**src/rtl/fetch_pkg.sv**
```systemverilog
// Shared types, defaults and protocol-check macro for the instruction fetch front end.
`ifndef FQ_ASSERT
`define FQ_ASSERT(lbl, prop) lbl: assert property (@(posedge clk) disable iff (!rst) prop);
`endif

package fetch_pkg;
  localparam int          FQ_DEPTH    = 4;
  localparam logic [31:0] FQ_RESET_PC = 32'h0000_0000;

  typedef struct packed {
    logic [31:0] pc;
    logic [31:0] inst;
  } fetch_entry_t;

  // Sequential word address; wraps naturally at 32 bits.
  function automatic logic [31:0] pc_next(input logic [31:0] pc);
    return pc + 32'd4;
  endfunction
endpackage

```
**src/rtl/fetch_queue_chk.sv**
```systemverilog
// Protocol and invariant checks for fetch_queue.
module fetch_queue_chk #(
  parameter int CW = 3
) (
  input logic          clk,
  input logic          rst,
  input logic          redirect_valid,
  input logic          imem_req_valid,
  input logic          imem_req_ready,
  input logic [31:0]   imem_req_addr,
  input logic          imem_rsp_valid,
  input logic          rsp_fire,
  input logic [CW-1:0] outstanding,
  input logic [CW-1:0] pcf_count,
  input logic          pcf_empty,
  input logic          pcf_full,
  input logic          q_full,
  input logic          rsp_keep,
  input logic          inst_fire
);
  `FQ_ASSERT(a_rsp_has_credit, imem_rsp_valid |-> (outstanding != '0))
  `FQ_ASSERT(a_pcf_tracks, pcf_count == outstanding)
  `FQ_ASSERT(a_pcf_head, rsp_fire |-> !pcf_empty)
  `FQ_ASSERT(a_pcf_no_ovf, !(imem_req_valid && imem_req_ready && pcf_full))
  `FQ_ASSERT(a_q_no_ovf, !(rsp_keep && q_full && !inst_fire))
  `FQ_ASSERT(a_req_stable, (imem_req_valid && !imem_req_ready) |=> (redirect_valid || (imem_req_valid && $stable(imem_req_addr))))
endmodule

```
**src/rtl/sync_fifo.sv**
```systemverilog
// Synchronous FIFO with flush and occupancy count; DEPTH must be a power of two.
module sync_fifo #(
  parameter int WIDTH = 32,
  parameter int DEPTH = 4
) (
  input  logic                   clk,
  input  logic                   rst,
  input  logic                   flush,
  input  logic                   push,
  input  logic [WIDTH-1:0]       push_data,
  input  logic                   pop,
  output logic [WIDTH-1:0]       head_data,
  output logic [$clog2(DEPTH):0] count,
  output logic                   empty,
  output logic                   full
);
  localparam int            AW       = $clog2(DEPTH);
  localparam logic [AW:0]   FULL_CNT = (AW+1)'(DEPTH);

  logic [WIDTH-1:0] mem_q [DEPTH];
  logic [AW-1:0]    rd_ptr_q, rd_ptr_d, wr_ptr_q, wr_ptr_d;
  logic [AW:0]      count_q, count_d;
  logic             do_push, do_pop;

  assign empty     = (count_q == '0);
  assign full      = (count_q == FULL_CNT);
  assign do_pop    = pop && !empty;
  // A push into a full FIFO is accepted only when the head leaves in the same cycle.
  assign do_push   = push && (!full || do_pop);
  assign head_data = mem_q[rd_ptr_q];
  assign count     = count_q;

  // Pointer and occupancy next-state; flush wins over push/pop.
  always_comb begin
    rd_ptr_d = rd_ptr_q;
    wr_ptr_d = wr_ptr_q;
    count_d  = count_q;
    if (flush) begin
      rd_ptr_d = '0;
      wr_ptr_d = '0;
      count_d  = '0;
    end else begin
      rd_ptr_d = do_pop  ? rd_ptr_q + AW'(1) : rd_ptr_q;
      wr_ptr_d = do_push ? wr_ptr_q + AW'(1) : wr_ptr_q;
      count_d  = count_q + (AW+1)'(do_push) - (AW+1)'(do_pop);
    end
  end

  // Storage write.
  always_ff @(posedge clk) begin
    if (do_push && !flush) begin
      mem_q[wr_ptr_q] <= push_data;
    end
  end

  // Pointer and count registers.
  always_ff @(posedge clk or negedge rst) begin
    if (!rst) begin
      rd_ptr_q <= '0;
      wr_ptr_q <= '0;
      count_q  <= '0;
    end else begin
      rd_ptr_q <= rd_ptr_d;
      wr_ptr_q <= wr_ptr_d;
      count_q  <= count_d;
    end
  end
endmodule

```
**src/rtl/fetch_queue.sv**
```systemverilog
// Decoupled fetch front end: owns the fetch PC, tracks in-flight memory requests and
// buffers returned words with their PCs for the decode side.
module fetch_queue
  import fetch_pkg::*;
#(
  parameter int          DEPTH    = FQ_DEPTH,
  parameter logic [31:0] RESET_PC = FQ_RESET_PC
) (
  input  logic        clk,
  input  logic        rst,
  input  logic        redirect_valid,
  input  logic [31:0] redirect_pc,
  output logic        imem_req_valid,
  input  logic        imem_req_ready,
  output logic [31:0] imem_req_addr,
  input  logic        imem_rsp_valid,
  input  logic [31:0] imem_rsp_data,
  output logic        inst_valid,
  input  logic        inst_ready,
  output logic [31:0] inst_data,
  output logic [31:0] inst_pc,
  output logic [31:0] inst_pc_plus4
);
  localparam int            CW      = $clog2(DEPTH) + 1;
  localparam logic [CW-1:0] DEPTH_C = CW'(DEPTH);

  logic [31:0]   fetch_pc_q, fetch_pc_d;
  logic [CW-1:0] outstanding_q, outstanding_d;
  logic [CW-1:0] drop_cnt_q, drop_cnt_d;
  logic [CW-1:0] q_count, pcf_count;
  logic [CW:0]   credit_used;
  logic          q_empty, q_full, pcf_empty, pcf_full;
  logic          req_fire, rsp_fire, rsp_keep, inst_fire;
  logic [31:0]   pcf_head;
  fetch_entry_t  q_head, q_push_entry;

  // Buffered words plus in-flight requests may never exceed DEPTH, so the queue cannot overflow.
  assign credit_used    = {1'b0, q_count} + {1'b0, outstanding_q};
  assign imem_req_valid = rst && !redirect_valid && (credit_used < {1'b0, DEPTH_C});
  assign imem_req_addr  = fetch_pc_q;
  assign req_fire       = imem_req_valid && imem_req_ready;
  assign rsp_fire       = imem_rsp_valid && (outstanding_q != '0);
  assign rsp_keep       = rsp_fire && (drop_cnt_q == '0) && !redirect_valid;

  assign q_push_entry.pc   = pcf_head;
  assign q_push_entry.inst = imem_rsp_data;

  assign inst_valid    = !q_empty && !redirect_valid;
  assign inst_fire     = inst_valid && inst_ready;
  assign inst_data     = q_empty ? 32'h0000_0000 : q_head.inst;
  assign inst_pc       = q_empty ? 32'h0000_0000 : q_head.pc;
  assign inst_pc_plus4 = pc_next(inst_pc);

  // Fetch PC and request bookkeeping; a redirect turns every in-flight request stale.
  always_comb begin
    fetch_pc_d    = fetch_pc_q;
    drop_cnt_d    = drop_cnt_q;
    outstanding_d = outstanding_q + CW'(req_fire) - CW'(rsp_fire);
    if (redirect_valid) begin
      fetch_pc_d = redirect_pc;
      drop_cnt_d = outstanding_q - CW'(rsp_fire);
    end else begin
      fetch_pc_d = req_fire ? pc_next(fetch_pc_q) : fetch_pc_q;
      if (rsp_fire && (drop_cnt_q != '0)) begin
        drop_cnt_d = drop_cnt_q - CW'(1);
      end else begin
        drop_cnt_d = drop_cnt_q;
      end
    end
  end

  // State registers.
  always_ff @(posedge clk or negedge rst) begin
    if (!rst) begin
      fetch_pc_q    <= RESET_PC;
      outstanding_q <= '0;
      drop_cnt_q    <= '0;
    end else begin
      fetch_pc_q    <= fetch_pc_d;
      outstanding_q <= outstanding_d;
      drop_cnt_q    <= drop_cnt_d;
    end
  end

  sync_fifo #(.WIDTH(64), .DEPTH(DEPTH)) u_inst_q (
    .clk       (clk),
    .rst       (rst),
    .flush     (redirect_valid),
    .push      (rsp_keep),
    .push_data (q_push_entry),
    .pop       (inst_fire),
    .head_data (q_head),
    .count     (q_count),
    .empty     (q_empty),
    .full      (q_full)
  );

  // Request PCs are never flushed: stale entries drain as their responses return.
  sync_fifo #(.WIDTH(32), .DEPTH(DEPTH)) u_pc_fifo (
    .clk       (clk),
    .rst       (rst),
    .flush     (1'b0),
    .push      (req_fire),
    .push_data (fetch_pc_q),
    .pop       (rsp_fire),
    .head_data (pcf_head),
    .count     (pcf_count),
    .empty     (pcf_empty),
    .full      (pcf_full)
  );

  fetch_queue_chk #(.CW(CW)) u_chk (
    .clk            (clk),
    .rst            (rst),
    .redirect_valid (redirect_valid),
    .imem_req_valid (imem_req_valid),
    .imem_req_ready (imem_req_ready),
    .imem_req_addr  (imem_req_addr),
    .imem_rsp_valid (imem_rsp_valid),
    .rsp_fire       (rsp_fire),
    .outstanding    (outstanding_q),
    .pcf_count      (pcf_count),
    .pcf_empty      (pcf_empty),
    .pcf_full       (pcf_full),
    .q_full         (q_full),
    .rsp_keep       (rsp_keep),
    .inst_fire      (inst_fire)
  );
endmodule

```
**config.mk**
```make
export PLATFORM = sky130hd
export DESIGN_NAME = fetch_queue
export DESIGN_NICKNAME = d
export VERILOG_FILES = /design/src/rtl/fetch_pkg.sv /design/src/rtl/fetch_queue_chk.sv /design/src/rtl/sync_fifo.sv /design/src/rtl/fetch_queue.sv
export SDC_FILE = /design/constraint.sdc
export NUM_CORES = 1
export LEC_CHECK = 0
export CAP_MARGIN = 10
export CORE_MARGIN = 2
export CORE_UTILIZATION = 45
export CTS_BUF_LIST = sky130_fd_sc_hd__clkbuf_16
export CTS_CLUSTER_SIZE = 20
export DETAILED_ROUTE_END_ITERATION = 6
export PLACE_DENSITY = 0.66
export SYNTH_ARGS = -nofsm -noshare
export SYNTH_HDL_FRONTEND = slang
export SYNTH_SLANG_ARGS = --single-unit
```
**constraint.sdc**
```tcl
create_clock -name clk -period 11.4 [get_ports clk]
set_input_delay 2.28 -clock clk [delete_from_list [all_inputs] [get_ports clk]]
set_output_delay 2.28 -clock clk [all_outputs]
set_load 0.01 [all_outputs]
```
# After elaboration in Yosys (flattened, before gate mapping)
# Memory sizes are Yosys's and may differ from the RTL's.
# Cells that the tools add are included.
[word_totals] reg_bits=52 mem_bits_rw=384 output_inout_bits=130 wordCells=74 n_memories=2
[mem_list] name="u_inst_q.mem_q" depth=4 width=64 rd=1 rd_clocked_by_memory_dff=0 wr=1 line="sync_fifo.sv:20" rtl="logic [WIDTH-1:0] mem_q [DEPTH];"
[mem_list] name="u_pc_fifo.mem_q" depth=4 width=32 rd=1 rd_clocked_by_memory_dff=0 wr=1 line="sync_fifo.sv:20"
[op_classes] addsub=15 order_cmp=1 n_eq_ne=2 n_mux=15 reduce_logical=30
[op_table] op="32-bit two-way mux" n=4
[op_table] op="32-bit by 3-bit adder with 32-bit output, second input constant" n=2
[op_table] op="1-bit logical AND" n=14
[op_table] op="3-bit by 1-bit subtractor with 3-bit output" n=4
[op_table] op="3-bit by 1-bit adder with 3-bit output" n=3
[op_table] op="3-bit zero test" n=3
[op_table] op="3-bit two-way mux" n=3
[op_table] op="2-bit by 1-bit adder with 2-bit output, second input constant" n=4
[op_table] op="2-bit two-way mux" n=4
[op_table] op="2-bit nonzero test" n=4
[op_table] op="3-bit equality test, second input constant" n=2
[op_table] op="3-bit nonzero test" n=2
[op_table] op="1-bit zero test" n=5
[op_table] op="3-bit by 3-bit adder with 4-bit output" n=1
[op_table] op="4-bit by 3-bit < comparator with 1-bit output, second input constant" n=1
[op_table] op="1-bit two-way mux" n=4
[op_table] op="3-bit by 1-bit subtractor with 3-bit output, second input constant" n=1
[op_table] op="1-bit logical OR" n=2

# Logic depth before layout (Yosys ltp)
# Gate-level depths: netlist (run 1).
[logic_depth] word_depth=10 ltp_mapped=14 ltp_nobuf=11

# Cells and area by module
# From an unflattened synthesis (run 1), not the netlist that was laid out.
[unflattened] cells_unflattened=1010 hier_area_um2=18139.9
[modules_own_cells] module="sync_fifo (u_inst_q)" instances=1 cells_each=379 area_each_um2=9718.1
[modules_own_cells] module="sync_fifo (u_pc_fifo)" instances=1 cells_each=213 area_each_um2=5112.4
[modules_own_cells] module="fetch_queue" instances=1 cells_each=418 area_each_um2=3309.4

# Worst setup path after synthesis (run 1)
# Ideal clock, no wire load.
[synth_timing] kind="register -> output" from="register u_inst_q.count_q[1], in the netlist u_inst_q.count[1]" to="output port inst_pc_plus4[20]" arrival_ns=3.191 slack_ns=5.929 stages_incl_launch_ff=14 n_path_buf=4 path_cell_list="dfrtp_1 -> or3_1 -> buf_4 -> clkbuf_1 -> clkbuf_1 -> clkbuf_1 -> and2_1 -> ha_1 -> nand2_1 -> o22ai_1 -> nand3b_1 -> nor4_2 -> nor3b_1 -> xor2_1"
[synth_between] elab_chain_len=3
[synth_lines] element="start, declared" line="sync_fifo.sv:22" rtl="logic [AW:0] count_q, count_d;"
[synth_lines] element="start signal, assigned" line="sync_fifo.sv:65" rtl="count_q <= count_d;"
[synth_lines] element="3-bit zero test" line="sync_fifo.sv:25" rtl="assign empty = (count_q == '0);"
[synth_lines] element="32-bit two-way mux" line="fetch_queue.sv:51" rtl="assign inst_pc = q_empty ? 32'h0000_0000 : q_head.pc;"
[synth_lines] element="via inst_pc[3]" line="fetch_queue.sv:21" rtl="output logic [31:0] inst_pc,"
[synth_lines] element="32-bit by 3-bit adder with 32-bit output" line="fetch_pkg.sv:17" rtl="return pc + 32'd4;"
[synth_lines] element="end, declared" line="fetch_queue.sv:22" rtl="output logic [31:0] inst_pc_plus4"
# The timed path passes the listed nets, and every way through them passes these cells.

# Worst setup path in the final report (run 1)
[layout_timing] from="register u_inst_q.rd_ptr_q[0]" to="output port inst_pc_plus4[20]"
[layout_between] elab_chain_len=3
[layout_lines] element="start, declared" line="sync_fifo.sv:21" rtl="logic [AW-1:0] rd_ptr_q, rd_ptr_d, wr_ptr_q, wr_ptr_d;"
[layout_lines] element="start signal, assigned" line="sync_fifo.sv:63" rtl="rd_ptr_q <= rd_ptr_d;"
[layout_lines] element="memory read 4 x 64 bit"
[layout_lines] element="32-bit two-way mux" line="fetch_queue.sv:51"
[layout_lines] element="32-bit by 3-bit adder with 32-bit output" line="fetch_pkg.sv:17"
# Every way passes these cells.

==> results.py, run 1 <==
metrics = {
    "worst_hold_path": {
        "holdCritPathClass": "reg -> reg",
        "hold_path.startpoint": "u_pc_fifo.rd_ptr_q[0]",
        "holdPathStages": 1,
        "hold_end": "u_pc_fifo.rd_ptr_q[0]",
    },
    "synthesis": {
        "seq_area_frac_synth": 0.6947,
        "yosys.area.top_type": "edfxtp_1",
        "synthCells": 1072,
        "synth_edf_count": 384,
        "ys_ff_latch": 436,
        "syn-cell-area_mm2": 0.01847,
        "ys_top_cells_by_area": "edfxtp_1 (62%), mux4_2 (9.3%), dfrtp_1 (7.0%), mux4_1 (3.0%), and2_1 (2.2%)",
        "synth_area_per_cell_um2": 17.23,
        "yosysTopAreaCellShare": 0.6243,
        "yosys_warnings": 0,
        "synth.distinct_cells": 62,
        "synthesis.nets": 1167,
        "ys.flop_type": "edfxtp_1",
        "async_flop_share": 0.1193,
    },
    "run_status": {
        "outcome": "finished, final reports clean",
    },
    "route": {
        "route.detailed.wl_per_inst_um": 20.53,
        "via_per_inst": 5.473,
        "first_pass_iters": 4,
        "routed-via-count": 10119,
        "dr.first_iter.drc_count": 762,
        "route.detailed.drc": 0,
        "routed_wirelength_mm": 37.96,
        "drt.antenna.violating_nets": 0,
    },
    "clock_tree": {
        "clk_pin_slew_ns": 0.06,
        "cts_resized": 0,
        "cts_buffer_depth": 3,
        "cts_buffers": 44,
        "hold_buffers": 0,
        "clock_latency_ns": 0.54,
        "cts-root-buf": "clkbuf_16",
        "cts_setup_buffers": 0,
        "cts_sinks": 436,
        "htreeDepth": 2,
        "cts_tree": "built",
    },
    "global_route": {
        "grt_max_degree": 71,
        "grt_util_all_layers": 0.1797,
        "grt_pass1_wl_mm": 58.71,
        "antenna_found_initial": 0,
        "grt_pass1_vias": 10195,
        "grt.overflow.total": 0,
    },
    "final_layout": {
        "area_delta_synth_final_pct": 20.79,
        "final_common_cell": "edfxtp_1",
        "antenna-diode-count": 0,
        "final_core_util": 0.5489,
        "mostFrequentLayoutCells": "edfxtp_1 (384), clkdlybuf4s50_1 (197), nand2_1 (82)",
        "final_nets": 1378,
        "final_layout_size_suffix_gt1_frac": 0.1367,
        "fillers": 3211,
    },
    "worst_setup_path": {
        "critPathArrivalTime_ns": 4.91,
        "crit_family": "simple AND/OR/NAND/NOR gates",
        "max_stage_delay_ns": 0.96,
        "critPathRequiredTime_ns": 9.12,
        "cp_max_fo": 49,
        "regToRegEndpoint": "u_pc_fifo.mem_q[3][14]",
        "worstPathCellList": "mux4_1 -> nand2_1 -> inv_1 -> ha_1 -> nand2_1 -> o22ai_1 -> nand3b_1 -> nor4_2 -> nor3b_1 -> xor2_1 -> clkdlybuf4s50_1",
        "cp-startpoint": "u_inst_q.rd_ptr_q[0]",
        "crit_path_end_kind": "output pin",
        "path_class": "reg -> out",
        "reg2reg_slack_ns": 7.57,
        "cp_num_buf_inv": 2,
        "worstRegToRegCells": 7,
        "cpMaxStageDelayCell": "dfrtp_4",
        "r2r-start": "outstanding_q[2]",
        "crit_path_start_kind": "flop",
        "crit_top_cell": "nand2_1",
    },
    "sta": {
        "max_freq_mhz": 139.0,
        "worst_slew_pin_slew_ns": 1.189,
        "slew_headroom": 0.2045,
        "hold_viol": 0,
        "slew_viol_final": 0,
        "skew_ns": 0.02019,
        "setup_tns_ns": 0,
        "post-route-period-util": 0.6310,
        "setup_violations": 0,
        "setup_ws_ns": 4.207,
        "fin_hold_ws_ns": 0.5152,
        "fin_crit_ns": 7.193,
        "rsz0062_at_grt": "false",
    },
    "floorplan": {
        "core_mm2": 0.04065,
        "num_rows": 74,
        "design.die.area_mm2": 0.04268,
        "die_h_um": 206.6,
        "die_w_um": 206.6,
        "num_io_pins": 200,
        "initial_core_util": 0.4544,
    },
    "pwr": {
        "p_leak_nw": 7.479,
        "cellPowerDensity_mw_per_mm2": 208.4,
        "peakVddDrop_v": 0.00009785,
        "power_w": 0.004649,
    },
    "place": {
        "place_congestion": 0.8182,
        "io_buffers": 199,
        "dpl_worst_slack_ns": 4.627,
        "dpl.hpwl_mm": 23.73,
    },
    "flow_run": {
        "cap_violations": 0,
    },
}
kinds of logic after synthesis:
| group | after synthesis | share of synthesized area |
|---|---|---|
| AOI/OAI and AO/OA | 85 | 0.02886 |
| xor gates and xnor gates | 45 | 0.02134 |
| adders and majority gates | 25 | 0.01815 |
| buffers and inverters | 84 | 0.02364 |
| DFF | 436 | 0.6947 |
| muxes | 110 | 0.1299 |
| and+or+nand+nor | 287 | 0.08345 |
stage by stage:
| step | std cells | cell area [um^2] |
|---|---|---|
| floorplan | 1072 | 18470 |
| global placement | 1769 | 20950 |
| detailed placement | 1769 | 20950 |
| CTS | 1849 | 22310 |
| global route | 1849 | 22310 |
| finish | 1849 | 22310 |
area by class of cell:
class                      count  area (um^2)  share of cell area
tap                          532        665.6             0.02983
sequential                   436        12840              0.5756
timing repair buffer         215         2102             0.09421
multi-input combinational    552         5214              0.2337
inverter                      34        127.6            0.005720
clock inverter                34        209.0            0.009365
clock buffer                  46         1151             0.05159
cell usage after synthesis, drive strengths merged (6+ instances only):
cell type,instances
nand2,83
mux2i,9
buf,26
nor4,8
inv,34
nor2,36
nor3,12
and3,6
xor2,19
o21ai,32
o211ai,15
clkbuf,24
a21oi,16
nand3,32
and2,67
ha,22
dfrtp,52
edfxtp,384
xnor2,26
mux4,97
nand4,14
power breakdown:
part	internal (W)	switching, W	leakage (nW)	total, W
registers	0.00192	0.000146	4.09	0.00206
logic	0.000650	0.000595	2.66	0.00125
clock network	0.000772	0.000567	0.724	0.00134
total	0.00334	0.00131	7.48	0.00465
routing by layer:
layer / global-route usage / wire length, um
met1: 0.2588 / 17200
met4: 0.04031 / 625
met5: 0 / 0
met2: 0.2877 / 17620
met3: 0.03375 / 2501
worst register-to-register path, cell delays in order, from the launching register on:
cell     delay (ns)
dfrtp_1        0.43
ha_1           0.31
nor4b_1        0.40
and4_1         0.56
inv_2          0.33
a31oi_1        0.57
and2_1         0.46
buf_4          0.42
sequential cells by signal, indices dropped and copies added, names as in the netlist:
signal              flops
u_inst_q.mem_q        256
u_pc_fifo.mem_q       128
imem_req_addr          32
drop_cnt_q              3
outstanding_q           3
u_inst_q.count          3
u_pc_fifo.count         3
u_inst_q.rd_ptr_q       2
u_inst_q.wr_ptr_q       2
u_pc_fifo.rd_ptr_q      2
u_pc_fifo.wr_ptr_q      2
how the worst max path moves through the flow:
stage | to | slack [ns] | cells past startpoint
after floorplan | inst_pc_plus4[20] | 5.93 | 13
after global placement | inst_pc_plus4[20] | 4.66 | 8
after detailed placement | inst_pc_plus4[20] | 4.63 | 8
after CTS | inst_pc_plus4[20] | 4.05 | 8
after global routing | inst_pc_plus4[20] | 3.79 | 11
final | inst_pc_plus4[20] | 4.21 | 11
Power figures use the tool's default switching activity.
==> inputs of run 2 (changes only) <==
--- a/config.mk
+++ b/config.mk
@@ -11,7 +11,7 @@
 export CTS_BUF_LIST = sky130_fd_sc_hd__clkbuf_16
 export CTS_CLUSTER_SIZE = 20
 export DETAILED_ROUTE_END_ITERATION = 6
-export PLACE_DENSITY = 0.66
+export PLACE_DENSITY = 0.68
 export SYNTH_ARGS = -nofsm -noshare
 export SYNTH_HDL_FRONTEND = slang
 export SYNTH_SLANG_ARGS = --single-unit
==> constraint.sdc (replaced) <==
create_clock -name clk -period 6.4 [get_ports clk]
set_input_delay 1.28 -clock clk [delete_from_list [all_inputs] [get_ports clk]]
set_output_delay 1.28 -clock clk [all_outputs]
set_load 0.01 [all_outputs]
==> results.py, run 2 (same netlist as run 1, synthesis figures left out) <==
metrics = {
    "sta": {
        "hold_viol": 0,
        "setup_violations": 0,
        "post-route-period-util": 0.8585,
        "setup_tns_ns": 0,
        "rsz0062_at_grt": "false",
        "fin_crit_ns": 5.495,
        "fin_hold_ws_ns": 0.5560,
        "worst_slew_pin_slew_ns": 1.112,
        "max_freq_mhz": 182.0,
        "slew_headroom": 0.2557,
        "skew_ns": 0.01495,
        "setup_ws_ns": 0.9054,
        "slew_viol_final": 0,
    },
    "global_route": {
        "grt_pass1_wl_mm": 59.47,
        "grt_max_degree": 57,
        "antenna_found_initial": 0,
        "grt.overflow.total": 0,
        "grt_util_all_layers": 0.1825,
        "grt_pass1_vias": 10414,
    },
    "clock_tree": {
        "cts-root-buf": "clkbuf_16",
        "cts_resized": 0,
        "cts_sinks": 436,
        "cts_buffer_depth": 3,
        "clock_latency_ns": 0.54,
        "cts_buffers": 45,
        "cts_tree": "built",
        "hold_buffers": 0,
        "htreeDepth": 2,
        "clk_pin_slew_ns": 0.06,
        "cts_setup_buffers": 0,
    },
    "final_layout": {
        "antenna-diode-count": 0,
        "final_layout_size_suffix_gt1_frac": 0.1418,
        "final_common_cell": "edfxtp_1",
        "top_register": "u_inst_q.mem_q",
        "fillers": 3172,
        "final_nets": 1385,
        "mostFrequentLayoutCells": "edfxtp_1 (384), clkdlybuf4s50_1 (197), nand2_1 (82)",
        "area_delta_synth_final_pct": 21.59,
        "layoutNonFillerInstCount": 1858,
        "largest_register_ffs": 256,
    },
    "worst_setup_path": {
        "critPathArrivalTime_ns": 4.21,
        "path_class": "reg -> out",
        "max_stage_delay_ns": 0.76,
        "cpMaxStageDelayCell": "or4_1",
        "worstPathCellList": "buf_4 -> mux2i_1 -> nand4b_1 -> or4_1 -> nor4_4 -> xor2_1 -> clkdlybuf4s50_1",
        "crit_path_start_kind": "flop",
        "critPathRequiredTime_ns": 5.12,
        "cp_max_fo": 27,
        "crit_path_end_kind": "output pin",
        "reg2reg_slack_ns": 2.53,
    },
    "run_status": {
        "outcome": "finished, final reports clean",
    },
    "route": {
        "routed_wirelength_mm": 38.52,
        "via_per_inst": 5.471,
        "drt.antenna.violating_nets": 0,
        "routed-via-count": 10165,
        "dr.first_iter.drc_count": 674,
        "first_pass_iters": 5,
        "route.detailed.drc": 0,
        "route.detailed.wl_per_inst_um": 20.73,
    },
    "floorplan": {
        "num_rows": 74,
        "design.die.area_mm2": 0.04268,
        "core_mm2": 0.04065,
        "num_io_pins": 200,
        "initial_core_util": 0.4544,
        "die_w_um": 206.6,
        "die_h_um": 206.6,
    },
    "worst_hold_path": {
        "holdCritPathClass": "reg -> reg",
    },
    "pwr": {
        "p_leak_nw": 7.534,
        "power_w": 0.008424,
        "cellPowerDensity_mw_per_mm2": 375.0,
        "peakVddDrop_v": 0.0002478,
    },
    "place": {
        "dpl.hpwl_mm": 25.67,
        "dpl_worst_slack_ns": 1.374,
        "io_buffers": 199,
        "place_congestion": 0.8235,
        "place_inst": 1775,
    },
    "flow_run": {
        "cap_violations": 0,
    },
}
[run 2: worst max-delay path, delay by kind of cell, from the launching register on]
kind / cells / cell delay (ns)
buffers and inverters: 2 / 1.09
XOR/XNOR: 1 / 0.23
AND/OR/NAND/NOR: 3 / 1.29
flip-flops: 1 / 0.68
multiplexers: 1 / 0.37
[run 2: path summary, 6_finish.rpt]
kind,from,endpoint,cells after the start
min in group asynchronous,rst,imem_req_addr[24],2
hold / removal,drop_cnt_q[1],drop_cnt_q[1],2
setup reg to reg,outstanding_q[2],u_pc_fifo.count[2],10
hold reg to reg,drop_cnt_q[1],drop_cnt_q[1],2
max in group asynchronous,rst,u_inst_q.rd_ptr_q[0],2
setup / recovery,u_inst_q.rd_ptr_q[0],inst_pc_plus4[31],7
[run 2: cell type report]
cell class                 count  area [um^2]  share of cell area
clock inverter                38        305.3             0.01359
multi-input combinational    552         5209              0.2319
tap                          532        665.6             0.02964
timing repair buffer         221         2185             0.09726
clock buffer                  45         1126             0.05014
sequential                   436        12840              0.5718
inverter                      34        127.6            0.005682
[run 2: power by group]
part / internal [W] / switching, W
combinational: 0.00117 / 0.00111
sequential: 0.00342 / 0.000228
clock: 0.00148 / 0.00102
total: 0.00607 / 0.00236
[run 2: per-stage QoR]
| step | instance area (um^2) | util |
|---|---|---|
| 3_5_place_dp | 21030 | 0.5174 |
| 2_1_floorplan | 18470 | - |
| 3_3_place_gp | 21030 | 0.5174 |
| 4_1_cts | 22460 | 0.5526 |
| 5_1_grt | 22460 | 0.5526 |
| 6_report | 22460 | 0.5526 |
[run 2: layer usage]
metal	vias up	wire (um)	global-route usage
met2	353	17960	0.2846
met1	5123	17500	0.2704
met3	57	2308	0.02920
met4	0	748	0.04694
met5	-	0	0
li1	4632	-	-
==> inputs of run 3 (changes only) <==
--- a/config.mk
+++ b/config.mk
@@ -11,7 +11,8 @@
 export CTS_BUF_LIST = sky130_fd_sc_hd__clkbuf_16
 export CTS_CLUSTER_SIZE = 20
 export DETAILED_ROUTE_END_ITERATION = 6
-export PLACE_DENSITY = 0.68
+export DONT_BUFFER_PORTS = 1
+export PLACE_DENSITY_LB_ADDON = 0.05
 export SYNTH_ARGS = -nofsm -noshare
 export SYNTH_HDL_FRONTEND = slang
 export SYNTH_SLANG_ARGS = --single-unit
==> results.py, run 3 (same netlist as run 1, synthesis figures left out) <==
metrics = {
    "run_status": {
        "outcome": "finished, final reports clean",
    },
    "pwr": {
        "cellPowerDensity_mw_per_mm2": 385.5,
        "peakVddDrop_v": 0.0001880,
        "power_w": 0.007867,
        "p_leak_nw": 6.750,
    },
    "worst_setup_path": {
        "cp_num_buf_inv": 2,
        "critPathRequiredTime_ns": 5.12,
        "worstPathCellList": "buf_4 -> mux4_1 -> and2_1 -> nand3b_1 -> nor4_2 -> buf_4 -> nor3b_1 -> xor2_1",
        "path_class": "reg -> out",
        "crit_path_start_kind": "flop",
        "crit_path_end_kind": "output pin",
        "cpMaxStageDelayCell": "dfrtp_4",
        "critPathArrivalTime_ns": 4.01,
        "crit_top_cell": "buf_4",
        "max_stage_delay_ns": 0.69,
        "cp_max_fo": 46,
        "crit_family": "simple AND/OR/NAND/NOR gates",
    },
    "final_layout": {
        "fin_area_mm2": 0.02041,
        "top_register": "u_inst_q.mem_q",
        "final_nets": 1182,
        "fillers": 3349,
        "layoutNonFillerInstCount": 1655,
        "final_core_util": 0.5021,
        "area_delta_synth_final_pct": 10.48,
        "final_common_cell": "edfxtp_1",
        "antenna-diode-count": 0,
        "seq_area_mm2": 0.01284,
        "final_layout_size_suffix_gt1_frac": 0.1621,
        "mostFrequentLayoutCells": "edfxtp_1 (384), nand2_1 (82), mux4_2 (76)",
        "multi_input_area_mm2": 0.005214,
        "largest_register_ffs": 256,
    },
    "clock_tree": {
        "clk_pin_slew_ns": 0.06,
        "cts_buffers": 48,
        "cts_tree": "built",
        "cts_buffer_depth": 3,
        "cts_sinks": 436,
        "hold_buffers": 0,
        "clock_latency_ns": 0.56,
        "cts-root-buf": "clkbuf_16",
        "cts_resized": 0,
        "htreeDepth": 2,
        "cts_setup_buffers": 0,
    },
    "place": {
        "place_area_mm2": 0.01895,
        "io_buffers": 0,
        "dpl.hpwl_mm": 24.00,
        "place_congestion": 0.7909,
        "place_inst": 1568,
    },
    "floorplan": {
        "core_mm2": 0.04065,
        "num_io_pins": 200,
        "num_rows": 74,
        "die_w_um": 206.6,
        "initial_core_util": 0.4544,
        "design.die.area_mm2": 0.04268,
        "die_h_um": 206.6,
    },
    "global_route": {
        "antenna_found_initial": 0,
        "grt_pass1_vias": 9647,
        "globalRouteMet2Util": 0.2963,
        "grt_max_degree": 65,
        "grt_util_all_layers": 0.1825,
        "grt.overflow.total": 0,
        "busiest_layer": "met2",
        "grt_pass1_wl_mm": 57.88,
        "gr-usage-met3": 0.04286,
        "grtUsageMet1": 0.2465,
    },
    "route": {
        "route.detailed.drc": 0,
        "routed-via-count": 9353,
        "routed_wirelength_mm": 38.56,
        "route.detailed.wl_per_inst_um": 23.30,
        "via_per_inst": 5.651,
        "first_pass_iters": 7,
        "dr.first_iter.drc_count": 559,
        "drt.antenna.violating_nets": 0,
    },
    "sta": {
        "skew_ns": 0.01397,
        "max_freq_mhz": 189.1,
        "fin_crit_ns": 5.288,
        "slew_headroom": 0.3062,
        "setup_tns_ns": 0,
        "hold_viol": 0,
        "slew_viol_final": 0,
        "post-route-period-util": 0.8262,
        "worst_slew_pin_slew_ns": 1.041,
        "rsz0062_at_grt": "false",
        "setup_violations": 0,
    },
    "flow_run": {
        "cap_violations": 0,
    },
    "worst_hold_path": {
        "holdCritPathClass": "in -> async",
    },
}
-- run 3: cell types whose count changed in the layout (fill, tap and decap cells not counted), sizes merged, moves of 4 or more --
| cell | previous run | this run |
|---|---|---|
| clkbuf | 45 | 50 |
| inv | 47 | 43 |
| clkdlybuf4s50 | 197 | 0 |
| buf | 24 | 14 |
-- run 3: final cells by class --
cell class / instances / share of cell area
Clock buffer: 49 / 0.06009
Clock inverter: 37 / 0.01085
Inverter: 34 / 0.006254
Multi-Input combinational cell: 552 / 0.2555
Sequential cell: 436 / 0.6293
Tap cell: 532 / 0.03262
Timing Repair Buffer: 15 / 0.005395
-- run 3: where the power goes --
group | internal, W | switching, W | leakage (nW)
combinational | 0.000693 | 0.000962 | 1.92
clock | 0.00146 | 0.00106 | 0.736
sequential | 0.00342 | 0.000274 | 4.09
total | 0.00557 | 0.00230 | 6.75
-- run 3: stage by stage --
stage / worst slack [ns] / hold slack, ns
detailed placement: 1.622 / 0.5364
global route: 0.8369 / 0.3797
CTS: 1.005 / 0.3740
finish: 1.112 / 0.4101
floorplan: 1.929 / 0.5033
global placement: 1.663 / 0.5415
-- run 3: layer usage --
| metal | share of wire | wire length, um | vias up |
|---|---|---|---|
| met5 | 0 | 0 | - |
| met4 | 0.020 | 788 | 0 |
| met3 | 0.060 | 2331 | 52 |
| met2 | 0.48 | 18520 | 242 |
| met1 | 0.44 | 16920 | 4837 |
| li1 | - | - | 4222 |
-- run 3: worst paths after layout --
kind	startpoint	to	slack [ns]	depth (start not counted)
worst max-delay path	u_inst_q.rd_ptr_q[0]	inst_pc_plus4[20]	1.11	8
worst min-delay path	rst	imem_req_addr[30]	0.41	0
worst max register to register	outstanding_q[2]	u_pc_fifo.count[2]	2.63	10
worst min register to register	drop_cnt_q[1]	drop_cnt_q[1]	0.55	2
max in group asynchronous	rst	u_inst_q.rd_ptr_q[0]	5.85	0
min in group clk	drop_cnt_q[1]	drop_cnt_q[1]	0.55	2
